`config.mk`:
```
export PLATFORM = sky130hd
export DESIGN_NAME = layer_fwd_sequencer
export DESIGN_NICKNAME = d
export VERILOG_FILES = /design/src/rtl/layer_fwd_sequencer.sv
export SDC_FILE = /design/constraint.sdc
export NUM_CORES = 1
export LEC_CHECK = 0
export BUFFER_PORTS_ARGS = -buffer_cell sky130_fd_sc_hd__buf_2
export CAP_MARGIN = 5
export CORE_MARGIN = 2
export CORE_UTILIZATION = 52
export DETAILED_ROUTE_END_ITERATION = 8
export PLACE_DENSITY = 0.8
export SLEW_MARGIN = 20
export SYNTH_ARGS = -nofsm -noshare
export SYNTH_HDL_FRONTEND = slang
export SYNTH_SLANG_ARGS = --single-unit
```
`constraint.sdc`:
```
create_clock -name clk -period 2.6 [get_ports clk]
set_input_delay 0.13 -clock clk [delete_from_list [all_inputs] [get_ports clk]]
set_output_delay 0.13 -clock clk [all_outputs]
set_load 0.02 [all_outputs]
```
`src/rtl/layer_fwd_sequencer.sv`:
```
// Sequences one forward-pass layer: UB weight/input/bias reads, write-back address and VPU pathway select.
// Weight read issues 1 cycle after accept; a single command in flight, cmd_ready_out low until back in IDLE.
module layer_fwd_sequencer #(
  parameter int ADDR_W   = 6,
  parameter int W_LAT    = 4,
  parameter int BIAS_DLY = 2,
  parameter int TIMEOUT  = 64
) (
  input  logic              clk,
  input  logic              rst,
  input  logic              cmd_valid_in,
  output logic              cmd_ready_out,
  input  logic [ADDR_W-1:0] cmd_x_addr_in,
  input  logic [ADDR_W-1:0] cmd_w_addr_in,
  input  logic [ADDR_W-1:0] cmd_b_addr_in,
  input  logic [ADDR_W-1:0] cmd_out_addr_in,
  input  logic [ADDR_W-1:0] cmd_rows_in,
  input  logic              cmd_w_transpose_in,
  input  logic [3:0]        cmd_pathway_in,
  output logic              ub_rd_weight_start_out,
  output logic [ADDR_W-1:0] ub_rd_weight_addr_out,
  output logic [ADDR_W-1:0] ub_rd_weight_loc_out,
  output logic              ub_rd_weight_transpose_out,
  output logic              ub_rd_input_start_out,
  output logic [ADDR_W-1:0] ub_rd_input_addr_out,
  output logic [ADDR_W-1:0] ub_rd_input_loc_out,
  output logic              ub_rd_bias_start_out,
  output logic [ADDR_W-1:0] ub_rd_bias_addr_out,
  output logic [ADDR_W-1:0] ub_rd_bias_loc_out,
  output logic              ub_wr_addr_valid_out,
  output logic [ADDR_W-1:0] ub_wr_addr_out,
  output logic [3:0]        vpu_data_pathway_out,
  input  logic              vpu_valid_in_1,
  input  logic              vpu_valid_in_2,
  output logic              busy_out,
  output logic              done_out,
  output logic              err_out
);

  typedef enum logic [2:0] {
    S_IDLE, S_LOAD_W, S_WAIT_W, S_FEED, S_WAIT_B, S_BIAS, S_DRAIN, S_DONE
  } state_t;

  typedef struct packed {
    logic [ADDR_W-1:0] x;
    logic [ADDR_W-1:0] w;
    logic [ADDR_W-1:0] b;
    logic [ADDR_W-1:0] o;
    logic [ADDR_W-1:0] rows;
    logic              transpose;
    logic [3:0]        pathway;
  } cmd_t;

  localparam int DLY_MAX = (W_LAT > BIAS_DLY) ? W_LAT : BIAS_DLY;
  localparam int DLY_W   = (DLY_MAX < 2) ? 1 : $clog2(DLY_MAX);
  localparam int WD_W    = $clog2(TIMEOUT + 1);
  localparam logic [DLY_W-1:0] W_LAST = DLY_W'((W_LAT > 0) ? W_LAT - 1 : 0);
  localparam logic [DLY_W-1:0] B_LAST = DLY_W'((BIAS_DLY > 0) ? BIAS_DLY - 1 : 0);
  localparam logic [WD_W-1:0]  WD_MAX = WD_W'(TIMEOUT);

  state_t            state_q, state_d;
  cmd_t              cmd_q, cmd_d;
  logic [DLY_W-1:0]  dly_q, dly_d;
  logic [ADDR_W-1:0] cnt1_q, cnt1_d, cnt2_q, cnt2_d;
  logic [WD_W-1:0]   wd_q, wd_d;
  logic              counting;

  always_comb begin
    state_d                = state_q;
    cmd_d                  = cmd_q;
    dly_d                  = dly_q;
    cnt1_d                 = cnt1_q;
    cnt2_d                 = cnt2_q;
    wd_d                   = wd_q;
    ub_rd_weight_start_out = 1'b0;
    ub_rd_input_start_out  = 1'b0;
    ub_rd_bias_start_out   = 1'b0;
    ub_wr_addr_valid_out   = 1'b0;
    done_out               = 1'b0;
    err_out                = 1'b0;

    // Result beats can arrive as soon as inputs start streaming.
    counting = (state_q == S_FEED) || (state_q == S_WAIT_B) ||
               (state_q == S_BIAS) || (state_q == S_DRAIN);
    if (counting && vpu_valid_in_1 && (cnt1_q != cmd_q.rows)) cnt1_d = cnt1_q + ADDR_W'(1);
    if (counting && vpu_valid_in_2 && (cnt2_q != cmd_q.rows)) cnt2_d = cnt2_q + ADDR_W'(1);

    case (state_q)
      S_IDLE: begin
        if (cmd_valid_in) begin
          cmd_d.x         = cmd_x_addr_in;
          cmd_d.w         = cmd_w_addr_in;
          cmd_d.b         = cmd_b_addr_in;
          cmd_d.o         = cmd_out_addr_in;
          cmd_d.rows      = cmd_rows_in;
          cmd_d.transpose = cmd_w_transpose_in;
          cmd_d.pathway   = cmd_pathway_in;
          cnt1_d          = '0;
          cnt2_d          = '0;
          wd_d            = '0;
          dly_d           = '0;
          state_d         = (cmd_rows_in == '0) ? S_DONE : S_LOAD_W;
        end
      end
      S_LOAD_W: begin
        ub_rd_weight_start_out = 1'b1;
        dly_d                  = '0;
        state_d                = (W_LAT == 0) ? S_FEED : S_WAIT_W;
      end
      S_WAIT_W: begin
        if (dly_q == W_LAST) state_d = S_FEED;
        else                 dly_d   = dly_q + DLY_W'(1);
      end
      S_FEED: begin
        ub_rd_input_start_out = 1'b1;
        dly_d                 = '0;
        state_d               = (BIAS_DLY == 0) ? S_BIAS : S_WAIT_B;
      end
      S_WAIT_B: begin
        if (dly_q == B_LAST) state_d = S_BIAS;
        else                 dly_d   = dly_q + DLY_W'(1);
      end
      S_BIAS: begin
        ub_rd_bias_start_out = 1'b1;
        ub_wr_addr_valid_out = 1'b1;
        state_d              = S_DRAIN;
      end
      S_DRAIN: begin
        // Abort wins over a completing beat landing in the same cycle.
        if (wd_q == WD_MAX) begin
          err_out = 1'b1;
          state_d = S_IDLE;
        end else begin
          wd_d = (vpu_valid_in_1 || vpu_valid_in_2) ? '0 : wd_q + WD_W'(1);
          if ((cnt1_d == cmd_q.rows) && (cnt2_d == cmd_q.rows)) state_d = S_DONE;
        end
      end
      S_DONE: begin
        done_out = 1'b1;
        state_d  = S_IDLE;
      end
      default: state_d = S_IDLE;
    endcase
  end

  always_ff @(posedge clk) begin
    if (rst) begin
      state_q <= S_IDLE;
      cmd_q   <= '0;
      dly_q   <= '0;
      cnt1_q  <= '0;
      cnt2_q  <= '0;
      wd_q    <= '0;
    end else begin
      state_q <= state_d;
      cmd_q   <= cmd_d;
      dly_q   <= dly_d;
      cnt1_q  <= cnt1_d;
      cnt2_q  <= cnt2_d;
      wd_q    <= wd_d;
    end
  end

  assign busy_out      = (state_q != S_IDLE);
  assign cmd_ready_out = (state_q == S_IDLE);

  // Command fields are visible only while a layer is in flight.
  assign ub_rd_weight_addr_out      = busy_out ? cmd_q.w : '0;
  assign ub_rd_weight_loc_out       = busy_out ? ADDR_W'(2) : '0;
  assign ub_rd_weight_transpose_out = busy_out ? cmd_q.transpose : 1'b0;
  assign ub_rd_input_addr_out       = busy_out ? cmd_q.x : '0;
  assign ub_rd_input_loc_out        = busy_out ? cmd_q.rows : '0;
  assign ub_rd_bias_addr_out        = busy_out ? cmd_q.b : '0;
  assign ub_rd_bias_loc_out         = busy_out ? cmd_q.rows : '0;
  assign ub_wr_addr_out             = busy_out ? cmd_q.o : '0;
  assign vpu_data_pathway_out       = busy_out ? cmd_q.pathway : 4'b0000;

endmodule

```
# After elaboration in Yosys (flattened, before gate mapping)
# Index checks and enable logic that the tools add are counted.
[word_totals] reg_bits=59 output_inout_bits=55
[classes] n_addsub=4 eq_ne=21 mux=35 reduce_logical=19
[ops] op="6-bit 2-to-1 mux" count=11
[ops] op="3-bit case mux with 8 select lines" count=1
[ops] op="7-bit 2-to-1 mux" count=3
[ops] op="3-bit 2-to-1 mux" count=6
[ops] op="7-bit case mux with 2 select lines" count=1
[ops] op="6-bit by 1-bit adder with 6-bit output (second input constant)" count=2
[ops] op="3-bit equality test (second input constant)" count=4
[ops] op="6-bit equality test" count=2
[ops] op="6-bit inequality test" count=2
[ops] op="2-bit inequality test (second input constant)" count=5
[ops] op="2-bit 2-to-1 mux" count=4
[ops] op="2-bit case mux with 4 select lines" count=1
[ops] op="4-bit AND reduction" count=2
[ops] op="7-bit by 1-bit adder with 7-bit output (second input constant)" count=1
[ops] op="7-bit equality test (second input constant)" count=1
[ops] op="1-bit 2-to-1 mux" count=7
[ops] op="3-bit by 2-bit equality test with 1-bit output (second input constant)" count=2
[ops] op="6-bit logical NOT" count=1
[ops] op="1-bit logical AND" count=5
[ops] op="1-bit logical OR" count=4
[ops] op="4-bit 2-to-1 mux" count=1
[ops] op="4-bit nonzero test" count=1
[ops] op="3-bit by 1-bit equality test with 1-bit output (second input constant)" count=1
[ops] op="3-bit logical NOT" count=1
[ops] op="other kinds (10)" count=10

# Longest topological paths before layout
[depth] ltp_word=12 mapped_depth=9

# Worst setup path after synthesis
# Ideal clock, no wire load.
[synth_path] path_type="register -> register" start="register state_q[0]" end="register state_q[0]" setup_ps=69 arrival_time_ps=1830 required_ps=2531 setup_slack_ps=701 path_stages_with_launch=7 path_buffers=0 synth_period_minus_slack_ps=1899 path_cell_list="dfxtp_1 -> nor3_2 -> inv_2 -> a311o_1 -> a2111oi_2 -> o2111ai_1 -> o21ai_1"
[synth_between] elab_chain_len=11
[synth_lines] element="start: declaration" line_no="61" rtl="state_t state_q, state_d;"
[synth_lines] element="start signal: assignment" line_no="155" rtl="state_q <= state_d;"
[synth_lines] element="3-bit by 2-bit equality test with 1-bit output or 3-bit equality test (tied branches)" line_no="83, 88"
[synth_lines] element="1-bit logical OR (2 in a row)" line_no="83" rtl="counting = (state_q == S_FEED) || (state_q == S_WAIT_B) ||"
[synth_lines] element="1-bit logical OR" line_no="84" rtl="(state_q == S_BIAS) || (state_q == S_DRAIN);"
[synth_lines] element="1-bit logical AND, on equally long branches (2 in a row)" line_no="85, 86"
[synth_lines] element="6-bit 2-to-1 mux, on equally long branches" line_no="85, 86"
[synth_lines] element="6-bit equality test" line_no="135" rtl="if ((cnt1_d == cmd_q.rows) && (cnt2_d == cmd_q.rows)) state_d = S_DONE;"
[synth_lines] element="1-bit logical AND" line_no="135"
[synth_lines] element="3-bit by 1-bit inequality test with 1-bit output (no source line)"
[synth_lines] element="4-bit AND reduction (no source line)"
# Parallel ways exist; a longest one is shown, timed or not.
# A chain may end at the register's enable or synchronous reset.

# Worst setup path in the final report
[layout_path] start="register state_q[2]" end="register state_q[0]"
# The elaborated chain is that of the path after synthesis.

==> reports/qor.txt <==
Data arrival, critical path: 2.58 ns
drt initial violations: 165
total power: 3.42 mW
IO Pins: 95
PostCTS Resize Cnt: 0
synth unique cells: 57
leading cell type in the layout, fill and taps excluded: buf_2
setup violators final: 0
Clock Latency Late Sink: 0.33 ns
grt ovf: 0
Post-Synthesis Cells: 413
critical setup path kind: flop to flop
final hold viol count: 0
CTS buffer count: 9
first-pass GRT wire length: 12100 µm
share of cells above drive strength 1: 0.256
initial antenna violation count: 0
Worst Hold Depth: 3
maxcap violations: 0
Rows: 28
antenna-violating nets left: 0
H-tree depth: 3
CORE AREA: 5960 µm²
Hold Crit Class: primary input to flop
CP Capture Type: flop
hpwl dp: 5200 µm
worst rel slew slack: 0.483
setup TNS: 0 ns
GPL Wtd Cong: 0.940
Avg Inst Size Synth: 7.81 µm²
largest net degree at the start of global routing: 43
Total GRT Usage: 0.229
Post-synth EDFFs: 0
Total Wirelength: 7380 µm
initial core utilization: 0.542
PD cells: 897 nW/µm²
Antenna Cells: 0
CTS tree: yes
postcts setup bufs: 0
WL/cell: 13.0 µm
Vias/cell: 5.29
Reg area: 1180 µm²
Yosys top cell area share: 0.366
Final nets: 535
Slew @ Worst Pin: 0.776 ns
worst reg-to-reg path cell count: 6
Int Power: 1.96 mW
Flop pwr share: 0.348
1st-pass router iterations: 4
Psw: 1.46 mW
RSZ-0062 raised after global routing: no
Die Wd: 82.8 µm
post-synthesis register bit count: 59
Post-Synthesis Cell Area: 3230 µm²
Post-synth ARST share: 0
post-layout min period: 2.31 ns
drt drc: 0
dominant cell type by area after synthesis: dfxtp_1
Final Instance Area: 3820 µm²
maximum clock path buffer count: 2
area of the multi-input gates: 1840 µm²
post-synthesis sequential area ratio: 0.366
Cell Area, Placed: 3640 µm²
fin crit share: 0.888
synth-to-layout area growth: 18.3%
CTS clk-pin slew, worst paths: 0.07 ns
Synth Flop Type: dfxtp_1
die height: 82.8 µm
Worst setup SP type: flop
WHS: 0.0262 ns
Slew Viols, Final: 0
Worst Skew: 0.00712 ns
Worst IR Drop VDD: 0.000517 V
status: finished clean
cells taking the most area after synthesis: dfxtp_1, nand2_1, nor2b_1
Die Area: 6850 µm²
FMAX: 0.433 GHz
crit-path max FO: 17
number of fill cells: 514
Clk pwr share: 0.224
Vias: 3003
# hold bufs at CTS: 0
Clock Sinks: 59
root buffer cell: clkbuf_8
Gate power share: 0.428
commonest cells after routing, fill and taps aside: buf_2, nand2_1, dfxtp_1, a21oi_1, nor2b_1
Leak: 1.67 nW
vias in the first global route: 2705
port bufs: 89
WP data required: 2.87 ns
Synth Warn #: 0
sw frac: 0.427
[worst paths after layout]
kind                              endpoint  slack [ns]              start
worst max-delay path            state_q[0]        0.29         state_q[2]
worst max register to register  state_q[0]        0.29         state_q[2]
worst min-delay path              cmd_q[3]        0.03  cmd_pathway_in[3]
worst min register to register   cmd_q[14]        0.45          cmd_q[14]
[metal layers]
metal / wire length, µm / global-route usage
met1: 3280 / 0.296
met2: 3410 / 0.352
met3: 617 / 0.0898
met4: 76 / 0.0721
met5: 0 / 0
[power by group through the flow]
| stage | clock network (mW) | logic [mW] | registers [mW] |
|---|---|---|---|
| floorplan | 0 | 1.14 | 1.16 |
| global placement | 0 | 1.44 | 1.20 |
| detailed placement | 0 | 1.46 | 1.21 |
| CTS | 0.778 | 1.47 | 1.19 |
| global route | 0.816 | 1.62 | 1.21 |
| finish | 0.767 | 1.46 | 1.19 |
[synth_stat cells (2+ instances only)]
library cell,instances
a2111oi_0,3
o2111ai_1,2
nor2_1,31
xor2_1,18
o21a_1,2
nor3_1,5
or3_1,2
inv_1,5
clkbuf_1,15
ha_1,6
mux2i_1,3
a21oi_1,43
nor4_1,3
nand2_1,84
nor2b_1,39
a2111oi_2,2
nor3b_1,3
xnor2_1,9
buf_4,13
o21ai_0,8
and2_1,2
buf_6,2
buf_2,5
and3_1,3
dfxtp_1,59
a21oi_2,2
and3b_1,3
nand3_1,8
nand4_1,5
[worst max-delay path: stages, from the launching register on]
cell	delay (ns)
dfxtp_1	0.69
and3b_1	0.33
o21ai_2	0.27
a21oi_2	0.11
a2111oi_0	0.50
o2111ai_1	0.20
o21ai_1	0.14
[final cells by class]
class	instances	share of cell area
clock inverter	4	0.00689
inverter	6	0.00590
timing repair buffer	96	0.130
multi-input combinational	317	0.483
tap	75	0.0246
clock buffer	11	0.0397
sequential	59	0.310
[registers in the layout, summed over array words and instances (netlist names)]
signal	cells
state_q	3
dly_q	2
cmd_q	35
cnt1_q	6
wd_q	7
cnt2_q	6
[metrics by stage]
step / util / cells / setup WS [ns]
2_1_floorplan: - / 417 / 0.701
3_3_place_gp: 0.611 / 553 / 0.445
3_5_place_dp: 0.611 / 553 / 0.338
4_1_cts: 0.641 / 568 / 0.313
5_1_grt: 0.641 / 568 / 0.107
6_report: 0.641 / 568 / 0.291
[kinds of logic after synthesis]
kind of cell / after synthesis / share of synthesized area
DFF: 59 / 0.366
adders and majority gates: 6 / 0.0233
muxes: 3 / 0.00931
and+or+nand+nor: 199 / 0.304
xor gates and xnor gates: 27 / 0.0733
AOI/OAI and AO/OA: 77 / 0.154
buffers and inverters: 41 / 0.0694
other: 1 / 0.00116
Power figures use the tool's default switching activity.
